### src/rtl/bram_stream_reader.sv
`default_nettype none
// ============================================================================
//  Module   : bram_stream_reader
//  Purpose  : Turns a {base, len} command into len sequential reads of a
//             simple dual-port BRAM (1-cycle registered read) and returns the
//             words as a valid/ready stream with an end-of-command marker.
//             Reads are only issued when the output FIFO is guaranteed to
//             have room for them, so back-pressure never drops or repeats a
//             word.
//  Ports    : clk, rst (async, active-low)
//             cmd_valid/cmd_ready/cmd_base/cmd_len  - command handshake
//             abort                                 - flush current command
//             mem_r_valid/mem_r_addr/mem_r_data     - BRAM read port
//             out_valid/out_ready/out_data/out_last - output stream
//             busy                                  - command in progress
//  Revision : 1.0 - initial release
// ============================================================================
module bram_stream_reader #(
    parameter int WIDTH      = 64,
    parameter int ADDR_WIDTH = 9,
    parameter int FIFO_DEPTH = 4
) (
    input  logic                  clk,
    input  logic                  rst,
    input  logic                  cmd_valid,
    output logic                  cmd_ready,
    input  logic [ADDR_WIDTH-1:0] cmd_base,
    input  logic [ADDR_WIDTH:0]   cmd_len,
    input  logic                  abort,
    output logic                  mem_r_valid,
    output logic [ADDR_WIDTH-1:0] mem_r_addr,
    input  logic [WIDTH-1:0]      mem_r_data,
    output logic                  out_valid,
    input  logic                  out_ready,
    output logic [WIDTH-1:0]      out_data,
    output logic                  out_last,
    output logic                  busy
);

    localparam int c_PTR_W = $clog2(FIFO_DEPTH);
    localparam int c_CNT_W = c_PTR_W + 1;
    localparam int c_CRD_W = c_PTR_W + 2;
    localparam int c_LEN_W = ADDR_WIDTH + 1;

    localparam logic [1:0] c_IDLE  = 2'd0;
    localparam logic [1:0] c_FETCH = 2'd1;
    localparam logic [1:0] c_DRAIN = 2'd2;

    logic [1:0]            r_state;
    logic [c_LEN_W-1:0]    r_remaining;
    logic                  r_rd_valid;
    logic [ADDR_WIDTH-1:0] r_rd_addr;
    logic                  r_rd_last;     // end-of-command tag riding with the read
    logic                  r_land;        // read data is on mem_r_data this cycle
    logic                  r_land_last;
    logic [WIDTH-1:0]      r_fifo_data [FIFO_DEPTH];
    logic [FIFO_DEPTH-1:0] r_fifo_last;
    logic [c_PTR_W-1:0]    r_wr_ptr;
    logic [c_PTR_W-1:0]    r_rd_ptr;
    logic [c_CNT_W-1:0]    r_count;

    logic                  w_nonempty;
    logic                  w_pop;
    logic                  w_head_last;
    logic                  w_abort;
    logic [c_CRD_W-1:0]    w_credit_used;
    logic                  w_issue;

    assign w_nonempty  = (r_count != '0);
    assign w_pop       = w_nonempty && out_ready;
    assign w_head_last = r_fifo_last[r_rd_ptr];
    assign w_abort     = abort && (r_state != c_IDLE);

    // Entries already held plus reads whose data has not yet been written.
    // A pop in the same cycle is deliberately not credited back.
    assign w_credit_used = c_CRD_W'(r_count) + c_CRD_W'(r_rd_valid) + c_CRD_W'(r_land);
    assign w_issue       = (r_state == c_FETCH) && (r_remaining != '0)
                           && (w_credit_used < c_CRD_W'(FIFO_DEPTH));

    assign cmd_ready   = (r_state == c_IDLE);
    assign busy        = (r_state != c_IDLE);
    assign mem_r_valid = r_rd_valid;
    assign mem_r_addr  = r_rd_addr;
    assign out_valid   = w_nonempty;
    assign out_data    = w_nonempty ? r_fifo_data[r_rd_ptr] : '0;
    assign out_last    = w_nonempty && w_head_last;

    always_ff @(posedge clk or negedge rst) begin
        if (!rst) begin
            r_state     <= c_IDLE;
            r_remaining <= '0;
            r_rd_valid  <= 1'b0;
            r_rd_addr   <= '0;
            r_rd_last   <= 1'b0;
            r_land      <= 1'b0;
            r_land_last <= 1'b0;
            r_fifo_last <= '0;
            r_wr_ptr    <= '0;
            r_rd_ptr    <= '0;
            r_count     <= '0;
            for (int i = 0; i < FIFO_DEPTH; i++) begin
                r_fifo_data[i] <= '0;
            end
        end else if (w_abort) begin
            // Clearing r_land discards the word of the last issued read,
            // which arrives on mem_r_data in the following cycle.
            r_state     <= c_IDLE;
            r_remaining <= '0;
            r_rd_valid  <= 1'b0;
            r_rd_last   <= 1'b0;
            r_land      <= 1'b0;
            r_land_last <= 1'b0;
            r_wr_ptr    <= '0;
            r_rd_ptr    <= '0;
            r_count     <= '0;
        end else begin
            r_land      <= r_rd_valid;
            r_land_last <= r_rd_last;

            if (r_land) begin
                r_fifo_data[r_wr_ptr] <= mem_r_data;
                r_fifo_last[r_wr_ptr] <= r_land_last;
                r_wr_ptr              <= r_wr_ptr + c_PTR_W'(1);
            end
            if (w_pop) begin
                r_rd_ptr <= r_rd_ptr + c_PTR_W'(1);
            end
            case ({r_land, w_pop})
                2'b10:   r_count <= r_count + c_CNT_W'(1);
                2'b01:   r_count <= r_count - c_CNT_W'(1);
                default: r_count <= r_count;
            endcase

            r_rd_valid <= 1'b0;
            r_rd_last  <= 1'b0;

            case (r_state)
                c_IDLE: begin
                    // The first read goes out on the accepting edge so data
                    // reaches the stream three cycles after the handshake.
                    // The FIFO is empty and nothing is in flight here.
                    if (cmd_valid && (cmd_len != '0)) begin
                        r_rd_valid  <= 1'b1;
                        r_rd_addr   <= cmd_base;
                        r_rd_last   <= (cmd_len == c_LEN_W'(1));
                        r_remaining <= cmd_len - c_LEN_W'(1);
                        r_state     <= (cmd_len == c_LEN_W'(1)) ? c_DRAIN : c_FETCH;
                    end
                end
                c_FETCH: begin
                    if (w_issue) begin
                        r_rd_valid  <= 1'b1;
                        r_rd_addr   <= r_rd_addr + ADDR_WIDTH'(1);
                        r_rd_last   <= (r_remaining == c_LEN_W'(1));
                        r_remaining <= r_remaining - c_LEN_W'(1);
                        if (r_remaining == c_LEN_W'(1)) begin
                            r_state <= c_DRAIN;
                        end
                    end
                end
                c_DRAIN: begin
                    // The tagged word is the newest of the command, so when
                    // it leaves, nothing is left in the FIFO or in flight.
                    if (w_pop && w_head_last) begin
                        r_state <= c_IDLE;
                    end
                end
                default: begin
                    r_state <= c_IDLE;
                end
            endcase
        end
    end

endmodule
`default_nettype wire

### config.mk
export PLATFORM = sky130hd
export DESIGN_NAME = bram_stream_reader
export DESIGN_NICKNAME = d
export VERILOG_FILES = /design/src/rtl/bram_stream_reader.sv
export SDC_FILE = /design/constraint.sdc
export NUM_CORES = 1
export LEC_CHECK = 0
export ABC_AREA = 1
export CAP_MARGIN = 20
export CORE_ASPECT_RATIO = 1.2
export CORE_UTILIZATION = 28
export CTS_CLUSTER_DIAMETER = 200
export DETAILED_ROUTE_END_ITERATION = 12
export PLACE_DENSITY = 0.48
export SLEW_MARGIN = 20
export SYNTH_ARGS = -nofsm -noshare
export SYNTH_HDL_FRONTEND = slang
export SYNTH_SLANG_ARGS = --single-unit
export TNS_END_PERCENT = 20
### constraint.sdc
create_clock -name clk -period 3.7 [get_ports clk]
set_input_delay 0.925 -clock clk [delete_from_list [all_inputs] [get_ports clk]]
set_output_delay 0.925 -clock clk [all_outputs]
set_load 0.005 [all_outputs]
; Yosys cells after proc, flatten, opt, wreduce, memory -nomap -nowiden
; Index checks and enable logic that the tools add are counted.
[op_classes]
order_cmp = 7
n_eq_ne = 12
addsub = 9
muxes = 42
reduce_logical = 23
bitwise_logic = 3
[ops]
columns = operator, count
row1 = bitwise mux 256 bit, 1
row2 = two-way mux 64 bit, 4
row3 = binary-select mux 64 bit (select 2 bit), 1
row4 = demux 64 bit (select 2 bit), 1
row5 = two-way mux 10 bit, 3
row6 = "== test 10 x 1 -> 1 bit, second input constant", 2
row7 = two-way mux 2 bit, 10
row8 = one-hot mux 10 bit (2 select lines), 1
row9 = nonzero test 10 bit, 2
row10 = "subtractor 10 x 1 -> 10 bit, second input constant", 2
row11 = two-way mux 9 bit, 2
row12 = one-hot mux 9 bit (2 select lines), 1
row13 = two-way mux 1 bit, 10
row14 = "adder 9 x 1 -> 9 bit, second input constant", 1
row15 = logical AND 1 bit, 9
row16 = nonzero test 3 bit, 3
row17 = AND reduction 4 bit, 2
row18 = nonzero test 2 bit, 4
row19 = "greater-or-equal comparator 3 bit, second input constant", 2
row20 = "< comparator 2 x 3 -> 1 bit, second input constant", 2
row21 = "inequality test 3 bit, second input constant", 2
row22 = inverter 2 -> 3 bit, 2
row23 = one-hot mux 2 bit (3 select lines), 1
row24 = one-hot mux 3 bit (2 select lines), 1
row25 = other kinds (23), 27
[totals]
out_inout_bits = 78
inputBits = 88
elab_cells = 111
reg_bits = 292

; Depth between registers and ports, before layout
; Gate-level depths: netlist of the first run.
[depth]
ltp_word = 7
mapped_depth = 12
ltp_nobuf = 11

; Worst setup path before layout of the first run
; OpenSTA, ideal clock, no wires.
[synth_timing]
path_kind = reg2out
from = register r_rd_ptr[0]
to = output out_data[54]
t_arrival_ps = 1245
stages_incl_launch_ff = 8
n_path_buf = 4
path_slack_ps = 1530
required_time_ps = 2775
cell_sequence = dfrtp_1 > buf_2 > inv_2 > buf_4 > clkbuf_2 > buf_2 > o21ai_0 > a21oi_1
[synth_between]
elab_chain_cells = 5
[synth_rtl]
columns = element, line
row1 = "start, declared", 59  ; logic [c_PTR_W-1:0] r_rd_ptr;
row2 = "start signal, assigned", 126  ; r_rd_ptr <= r_rd_ptr + c_PTR_W'(1);
row3 = inverter 2 -> 3 bit (not written as such), 85  ; assign out_data = w_nonempty ? r_fifo_data[r_rd_ptr] : '0;
row4 = binary-select mux 64 bit (select 2 bit), 85
row5 = two-way mux 64 bit (not written as such) (2 in a row), 85
row6 = two-way mux 64 bit, 85
row7 = "end, declared", 35  ; output logic [WIDTH-1:0] out_data,
; No other way between the ends. The select of a mux whose other input is x is not followed.

; Worst setup path in the final report of the first run
[layout_timing]
from = register r_rd_ptr[0]
to = output out_data[1]
; The elaborated chain is that of the path after synthesis.

==> metrics.txt, run 1 <==
Pleak=0.008334 uW; num rows=between 90 and 100; Die X=210.0 um; post-route worst setup slack=0.2162 ns; area delta synth->final=22.96%; share of layout cells above drive strength 1=9.612%; Max Root-Sink Buffers=3; Root Driver=clkbuf_16; relative slew slack=54.86%; cts repair resizes=0; maximum vdd drop=0.0003535 V; Max Freq=approximately 290 MHz; largest net degree at the start of global routing=95; antenna cells=0; Syn Nets=1899; Final Hold Vio Count=0; Worst setup SP type=register; Starting Density=~28%; drt drc=0; Core Area=51350 sq um; Detail Placement HPWL=24850 um; first-pass GRT wire length=~66000 um; Clock power frac=between 20% and 30%; 1st-iter DRT viols=873; Period minus WS final=between 3 and 4 ns; H-tree level count=2; Crit Path Class=register to output pin; routability cong.=0.8033; setup TNS=0 ns; cell area after synthesis=14540 sq um; Crit. End Element=output pin; clk sinks=292; pwr dens=between 800 and 900 nW/um^2; io pins=166; most used cell, CP=nor2_1; CP Max Fanout=94; most frequent cells in the layout=nand2_1 (423), nor2_1 (295), dfrtp_1 (290), o21ai_0 (268), clkdlybuf4s50_1 (164); Synth area leaders=dfrtp_1 (50%), nand2_1 (11%), o21ai_0 (9.2%); CP bufs+invs=2; drt pass-1 iters=5; RR Startpoint=r_state[0]; Slew Viols, Final=0; maxcap violations=0; Total GRT Usage=around 16%; Pint=between 9000 and 10000 uW; Sw Share=38.26%; Setup Fix Bufs, Post-CTS=0; r2r setup slk=1.72 ns; Worst path depth=6; reg2reg path depth=10; Final #Nets=2018; Synth warnings=0; I/O Buffers=165; Die Span Y=251.7 um; final WL=40410 um; NetSw=6021 uW; total grt overflow=0; crit-path cells=buf_12, nor2_1, nor2_1, o21ai_0, a21oi_1, clkdlybuf4s50_1; crit share post-route=94.16%; Yosys cell types=34; hold_buf cts=0; status=finished clean; Least-Margin Pin Slew=0.6771 ns; register area share after synthesis=50.25%; Vias/cell=around 4.6; Logic pwr share=43.1%; CTS tree=yes; top cell type's share of synthesized area=50.25%; Routed Antenna Nets=0; sequential share of power=34.1%; CP max stage cell=clkdlybuf4s50_1; crit path DAT=2.56 ns; Seq cells post-synth=292; Post-Synthesis Cells=1798; RSZ-0062 raised after global routing=false; reg2reg end=r_remaining[8]; clock skew=0.01742 ns; most common cell after layout, fill and taps aside=nand2_1; Top delay family on crit path=buffers and inverters; vias=11990; largest stage delay on the critical path=about 0.56 ns; final-report setup violation count=0; die area=52860 sq um; Hold Crit Class=input pin to async pin; biggest area consumer among synthesized cells=dfrtp_1; pre-CTS setup slack=0.7998 ns; Inserted Clock Buffers=36; Worst-Skew Late Latency=between 0.5 and 0.6 ns; Worst-path clk slew=0.06 ns; Critical Path RT=roughly 2.8 ns; worst setup path start=r_rd_ptr[0]; Routed WL per cell=15.35 um; initial antenna violation count=1; syn_area_per_cell=just over 8 sq um; number of global-route vias before repair=11980
==> cell type report <==
type / instances / area, sq um
repair buffers: 193 / 2079
well taps: 697 / 872.1
multi-input cells: 1270 / 5966
flip-flops and latches: 292 / 7312
inverters: 124 / 474.2
fillers: 5410 / 33470
clock inverters: 9 / 145.1
clock buffers: 47 / 1033
==> state kept, by name, summed over array words and instances (netlist names) <==
| name | cells |
|---|---|
| mem_r_valid | 1 |
| r_land_last | 1 |
| r_state | 2 |
| mem_r_addr | 9 |
| r_remaining | 10 |
| r_count | 3 |
| r_wr_ptr | 2 |
| r_fifo_data | 256 |
| r_land | 1 |
| r_fifo_last | 4 |
| r_rd_ptr | 2 |
| r_rd_last | 1 |
==> layer usage <==
| metal | track usage, % | vias up | share of wire [%] |
|---|---|---|---|
| met2 | 26.63 | 248 | 47 |
| met3 | 3.124 | 63 | 4.7 |
| met4 | 4.526 | 2 | 2.2 |
| li1 | - | 6013 | - |
| met1 | 20.22 | 5665 | 46 |
| met5 | 0 | - | 0.027 |
==> stage by stage <==
step	area (sq um)	hold WS (ns)	std cells	util (%)	power, uW
6_report	17880	0.3792	2632	34.82	15740
5_1_grt	17880	0.4185	2632	34.82	17110
4_1_cts	17880	0.3852	2632	34.82	16030
3_5_place_dp	16700	0.4565	2576	32.53	12300
3_3_place_gp	16700	0.4572	2576	32.53	12200
2_1_floorplan	14540	0.4478	1798	-	9578
==> cell families after synthesis <==
| kind of cell | Yosys count | synth area share [%] |
|---|---|---|
| DFF | 292 | 50.25 |
| adders and majority gates | 13 | 1.170 |
| and+or+nand+nor | 770 | 20.83 |
| AOI/OAI and AO/OA | 485 | 18.90 |
| buffers and inverters | 236 | 8.733 |
| xor gates and xnor gates | 2 | 0.1205 |
==> worst max path at each step <==
stage / slack [ns] / end
2_1_floorplan: 1.53 / out_data[54]
5_1_grt: 0.07 / out_data[55]
6_report: 0.22 / out_data[1]
3_5_place_dp: 0.80 / out_data[21]
3_3_place_gp: 0.77 / out_data[45]
4_1_cts: 0.19 / out_data[49]
==> power groups by stage <==
stage / Sequential (uW) / Combinational (uW) / Clock [uW]
final: 5370 / 6790 / 3580
after global routing: 5550 / 7730 / 3830
after CTS: 5360 / 6940 / 3720
after detailed placement: 5400 / 6900 / 0
after global placement: 5380 / 6820 / 0
after floorplan: 5180 / 4390 / 0
==> cell usage after synthesis, drive strengths merged <==
cell and n:
a21boi 1, a21oi 73, buf 79, clkbuf 33
dfrtp 292, fa 1, ha 12, inv 124
nand2 428, nand3 36, nand3b 1, nand4 2
nor2 300, nor3 1, o21a 1, o21ai 408
o21bai 2, or2 2, xnor2 1, xor2 1
Note: power is estimated with default switching activity, not from simulation.
==> run 2: changes to the inputs <==
--- a/config.mk
+++ b/config.mk
@@ -5,7 +5,6 @@
 export SDC_FILE = /design/constraint.sdc
 export NUM_CORES = 1
 export LEC_CHECK = 0
-export ABC_AREA = 1
 export CAP_MARGIN = 20
 export CORE_ASPECT_RATIO = 1.2
 export CORE_UTILIZATION = 28
==> run 2 against run 1 <==
Clock skew is 0.00073 ns lower; die area decreased by 5.0%; cell count fell by 33%; sequential share of layout area increased by 0.89 points; core utilization increased by 1.4 points; non-clock buffer count down 3; combinational power shrank 4.3%; power shrank 0.65%; wire length decreased by 18%; via count shrank 30%; critical endpoint is now out_data[3]; largest cell class unchanged.
==> metrics.txt, run 2 <==
status=finished clean; Hold Crit Class=input pin to async pin; Die X=204.8 um (-2.5%); clock skew=0.01669 ns (-0.0007252 ns); setup TNS=0 ns (unchanged); crit share post-route=93.80% (-0.35 points); die area=50230 sq um (-5.0%); antenna cells=0 (unchanged); clk sinks=292 (unchanged); initial antenna violation count=0 (-1); multi-input logic area=6101 sq um (+2.3%); largest net degree at the start of global routing=78 (-18%); Worst-path clk slew=0.06 ns (about the same); CTS tree=yes; cell area after synthesis=13810 sq um (-5.0%); pwr dens=893.3 nW/um^2 (+1.5%); syn_area_per_cell=14.66 sq um (+81%); Slew Viols, Final=0 (unchanged); maximum vdd drop=0.0002654 V (-25%); Tot Pwr=15640 uW (-0.65%); Core Area=48340 sq um (-5.9%); H-tree level count=2 (unchanged); Synth area leaders=dfrtp_1 (53%), mux2_2 (19%), mux4_2 (11%); Synth Flop Type=dfrtp_1; I/O Buffers=165 (unchanged); Pleak=0.007265 uW (-13%); most common cell after layout, fill and taps aside=dfrtp_1; Least-Margin Pin Slew=0.9078 ns (+0.2307 ns); Die Span Y=245.3 um (-2.5%); Crit Path Class=register to output pin; cts repair resizes=0 (unchanged); Max Freq=288.1 MHz (+0.38%); most common cell in the synthesized netlist=dfrtp_1; biggest area consumer among synthesized cells=dfrtp_1; WHS=0.4085 ns (+0.02935 ns); drt drc=0 (unchanged); RSZ-0062 raised after global routing=false; Vias/cell=4.753 (+4.3%); num rows=88 (-3.3%); fillers=4683 (-13%); Routed Antenna Nets=0 (unchanged); Synth warnings=0 (unchanged); Root Driver=clkbuf_16; Crit. End Element=output pin; Max Root-Sink Buffers=3 (unchanged); io pins=166 (unchanged); Worst setup SP type=register; most frequent cells in the layout=dfrtp_1 (290), mux2_2 (237), clkdlybuf4s50_1 (164), and2_1 (70), mux4_2 (65); Post-Route Utilization=36.22% (+1.4 points); Yosys cell types=54 (+59%); routability cong.=0.8084 (+0.63%); Syn Nets=1043 (-45%); EDFF count, synth=0 (unchanged); Starting Density=28.57% (+0.25 points); Reg with most FFs=r_fifo_data; Final Hold Vio Count=0 (unchanged); final-report setup violation count=0 (unchanged); Seq cells post-synth=292 (unchanged); Setup Fix Bufs, Post-CTS=0 (unchanged); Post-synth ARST share=100.0% (unchanged); share of layout cells above drive strength 1=35.62% (+26 points); Placed Area=16280 sq um (-2.5%); Critical Path RT=2.77 ns (about the same); sequential cell area=7315 sq um (about the same); vias=8398 (-30%); post-route cell area=17510 sq um (-2.1%); Inserted Clock Buffers=36 (unchanged); number of global-route vias before repair=9228 (-23%); top cell type's share of synthesized area=52.90% (+2.7 points); Total GRT Usage=13.62% (-2.1 points); relative slew slack=38.92% (-16 points); reg2reg path depth=6 (-4); Period minus WS final=3.471 ns (-0.01308 ns); most common library cells after synthesis=dfrtp_1 (292), mux2_2 (237), and2_1 (70); drt pass-1 iters=6 (+1); Worst-Skew Late Latency=0.54 ns (about the same); max reg flops=256 (unchanged); final WL=33010 um (-18%); total grt overflow=0 (unchanged); hold_buf cts=0 (unchanged); 1st-iter DRT viols=275 (-68%); crit path DAT=2.55 ns (about the same); Final #Nets=1212 (-40%); area delta synth->final=26.74%; register area share after synthesis=52.90% (+2.7 points); Detail Placement HPWL=21020 um (-15%); CP Max Fanout=47 (-50%); Routed WL per cell=18.68 um (+22%); maxcap violations=0 (unchanged); Post-Synthesis Cells=942 (-48%); first-pass GRT wire length=52760 um (-20%)
run 2: changes by cell type in the layout (fill, tap and decap cells not counted), sizes merged, moves of 5 or more:
| cell | previous run | this run |
|---|---|---|
| nand2 | 428 | 24 |
| o21ai | 408 | 17 |
| nor2 | 300 | 22 |
| mux2 | 0 | 260 |
| inv | 123 | 12 |
| and2 | 0 | 70 |
| mux4 | 0 | 65 |
| a21oi | 73 | 16 |
| nand3 | 36 | 16 |
| xnor2 | 1 | 9 |
| nor4 | 0 | 7 |
| o22ai | 0 | 7 |
| xor2 | 1 | 6 |
run 2: final timing paths:
path / endpoint / startpoint / slack (ns)
min in group clk: r_land_last / r_rd_last / 0.45
worst max register to register: r_remaining[3] / r_land / 1.07
worst max-delay path: out_data[3] / r_count[1] / 0.23
worst min register to register: r_land_last / r_rd_last / 0.45
max in group asynchronous: r_fifo_data[8] / rst / 2.50
worst min-delay path: r_fifo_data[124] / rst / 0.41
run 2: kinds of logic (layout without fill, tap and decap cells):
group | count (synthesis) | after routing | share of synthesized area (%)
AOI/OAI and AO/OA | 61 | 61 | 2.980
DFF | 292 | 292 | 52.90
adders and majority gates | 13 | 13 | 1.232
and+or+nand+nor | 161 | 161 | 6.550
xor gates and xnor gates | 15 | 15 | 0.9512
muxes | 329 | 329 | 32.09
buffers and inverters | 71 | 266 | 3.297
run 2: final cells by class:
cell class | instances | area share [%]
Sequential cell | 292 | 41.78
Multi-Input combinational cell | 579 | 34.85
Timing Repair Buffer | 190 | 11.61
Clock buffer | 50 | 6.090
Tap cell | 630 | 4.503
Clock inverter | 14 | 0.9077
Inverter | 12 | 0.2573
run 2: worst max-delay path: stages, from the launching register on:
cell,delay [ns]
dfrtp_1,0.46
or3_2,0.51
buf_4,0.29
and2_1,0.24
clkdlybuf4s50_1,0.47
run 2: power by group:
part           total [uW]  switching [uW]  internal (uW)  leakage (uW)
Clock                3600            1380           2220      0.000609
Combinational        6500            2420           4080       0.00309
Sequential           5530             811           4720       0.00356
Total               15600            4600          11000       0.00727
run 2: routing by layer:
| metal | vias up | track usage [%] | routed length [um] |
|---|---|---|---|
| li1 | 3790 | - | - |
| met1 | 4386 | 17.64 | 14650 |
| met2 | 174 | 22.61 | 16210 |
| met3 | 48 | 2.929 | 1471 |
| met4 | 0 | 4.170 | 671 |
| met5 | - | 0 | 0 |
run 2: per-stage QoR:
stage          setup slack (ns)  std cells
2_1_floorplan             1.122        942
3_3_place_gp             0.6750       1703
3_5_place_dp             0.6385       1703
4_1_cts                  0.1381       1767
5_1_grt                 0.08121       1767
6_report                 0.2293       1767
==> run 3: changes to the inputs <==
--- a/config.mk
+++ b/config.mk
@@ -7,10 +7,10 @@
 export LEC_CHECK = 0
 export CAP_MARGIN = 20
 export CORE_ASPECT_RATIO = 1.2
-export CORE_UTILIZATION = 28
+export CORE_UTILIZATION = 60
 export CTS_CLUSTER_DIAMETER = 200
 export DETAILED_ROUTE_END_ITERATION = 12
-export PLACE_DENSITY = 0.48
+export PLACE_DENSITY = 0.87
 export SLEW_MARGIN = 20
 export SYNTH_ARGS = -nofsm -noshare
 export SYNTH_HDL_FRONTEND = slang
==> run 3 against run 2 <==
Worst setup slack got worse by 0.11 ns; wire length fell by 11%; register-to-register slack improved by 0.07 ns; critical path depth did not move; first-iteration DRC count rose by 39%; fmax fell by 3.0%; clock power fell by 17%; power fell by 3.7%; sequential power rose by 2%; count of clock-buffer cells in the layout fell by 5; combinational power fell by 2%; final area fell by 4.4%.
==> metrics.txt, run 3 (synthesis gave the netlist of run 2 again) <==
Pleak=0.007100 uW (-2.3%); Slew Viols, Final=0 (unchanged); Vias/cell=6.041 (+27%); largest net degree at the start of global routing=73 (-6.4%); initial antenna violation count=1 (+1); Max Freq=279.4 MHz (-3.0%); 1st-iter DRT viols=381 (+39%); Period minus WS final=3.579 ns (+0.1087 ns); drt pass-1 iters=5 (-1); pwr dens=899.6 nW/um^2 (+0.71%); vias=8475 (+0.92%); num rows=60 (-32%); Max Root-Sink Buffers=3 (unchanged); largest stage delay on the critical path=0.63 ns (+0.12 ns); Final #Nets=1202 (-0.83%); Crit. End Element=output pin; max reg flops=256 (unchanged); sequential cell area=7312 sq um (about the same); Core Area=22520 sq um (-53%); most common cell after layout, fill and taps aside=dfrtp_1; Final Instance Count excl. Fillers=1403 (-21%); Critical Path RT=2.77 ns (about the same); die area=23630 sq um (-53%); Worst-Skew Late Latency=0.54 ns (about the same); fillers=1429 (-69%); placed insts=1349 (-21%); final-report setup violation count=0 (unchanged); setup TNS=0 ns (unchanged); CTS tree=yes; first-pass GRT wire length=48340 um (-8.4%); crit-path cells=buf_6, mux4_2, and2_1, clkdlybuf4s50_1; Routed WL per cell=20.85 um (+12%); Least-Margin Pin Slew=0.7141 ns (-0.1937 ns); H-tree level count=1 (-1); Routed Antenna Nets=0 (unchanged); Inserted Clock Buffers=29 (-19%); crit share post-route=96.74% (+2.9 points); io pins=166 (unchanged); routability cong.=0.8385 (+3.7%); Final Hold Vio Count=0 (unchanged); clk sinks=292 (unchanged); Reg with most FFs=r_fifo_data; Root Driver=clkbuf_16; multi-input logic area=6107 sq um (+0.10%); antenna cells=0 (unchanged); area delta synth->final=21.22%; Die Span Y=168.2 um (-31%); Crit Path Class=register to output pin; Detail Placement HPWL=18220 um (-13%); Worst setup SP type=register; Starting Density=61.33% (+33 points); CP max stage cell=dfrtp_4; CP Max Fanout=15 (-68%); Hold Crit Class=input pin to async pin; final WL=29250 um (-11%); RSZ-0062 raised after global routing=false; crit path DAT=2.65 ns (+0.10 ns); status=finished clean; Total GRT Usage=25.88% (+12 points); hold_buf cts=0 (unchanged); maxcap violations=0 (unchanged); I/O Buffers=165 (unchanged); CP bufs+invs=2 (unchanged); relative slew slack=51.96% (+13 points); most frequent cells in the layout=dfrtp_1 (290), mux2_2 (237), clkdlybuf4s50_1 (164), and2_1 (70), mux4_2 (65); Top delay family on crit path=buffers and inverters; Worst-path clk slew=0.06 ns (about the same); drt drc=0 (unchanged); Die X=140.5 um (-31%); total grt overflow=0 (unchanged); number of global-route vias before repair=9259 (+0.34%); maximum vdd drop=0.0004547 V (+71%); clock skew=0.01115 ns (-0.005542 ns); share of layout cells above drive strength 1=34.88% (-0.74 points)
-- run 3: repair_timing --
item	CTS	global route
setup endpoints to repair	34	0
setup buffers	0	0
resized for setup	2	0
-- run 3: report_power, final --
part	total, uW	internal, uW	switching, uW
Sequential	5660	4720	941
Clock	3000	1780	1220
Combinational	6390	4070	2320
Total	15100	10600	4490
-- run 3: worst reg2reg max path, delay by kind of cell, from the launching register on --
| family | cells | cell delay (ns) |
|---|---|---|
| compound gates | 3 | 0.74 |
| flops | 1 | 0.73 |
| fa+ha+maj | 1 | 0.34 |
| simple gates | 2 | 0.64 |
-- run 3: path summary, 6_finish.rpt --
path | slack [ns] | start | cells after the start | to
max | 0.12 | r_rd_ptr[0] | 4 | out_data[28]
min reg2reg | 0.44 | r_rd_last | 1 | r_land_last
min | 0.33 | rst | 1 | r_fifo_data[133]
max in group asynchronous | 2.47 | rst | 2 | r_fifo_data[107]
max reg2reg | 1.14 | r_land | 6 | r_remaining[3]
min in group clk | 0.44 | r_rd_last | 1 | r_land_last
-- run 3: layout make-up --
| cell class | count | area share [%] |
|---|---|---|
| Multi-Input combinational cell | 579 | 36.48 |
| Clock inverter | 9 | 0.6278 |
| Sequential cell | 292 | 43.67 |
| Inverter | 12 | 0.2690 |
| Timing Repair Buffer | 187 | 11.58 |
| Clock buffer | 45 | 5.291 |
| Tap cell | 279 | 2.085 |
-- run 3: through the flow --
stage               util [%]  hold slack, ns  cell area, sq um  total power, uW  setup slack (ns)
finish                 74.34          0.3278             16740            15060            0.1206
global route           74.34          0.3712             16740            15920           0.02341
CTS                    74.33          0.3412             16740            15190           0.06288
detailed placement     69.89          0.4463             15740            12070            0.5112
global placement       69.89          0.4362             15740            11760            0.5464
floorplan                  -          0.4277             13810             9476             1.122
-- run 3: routing by layer --
layer	vias to the layer above	track usage, %	wire length (um)
li1	3772	-	-
met4	2	7.798	702
met3	58	2.787	1127
met5	-	0	15
met2	221	45.57	15340
met1	4422	34.10	12070
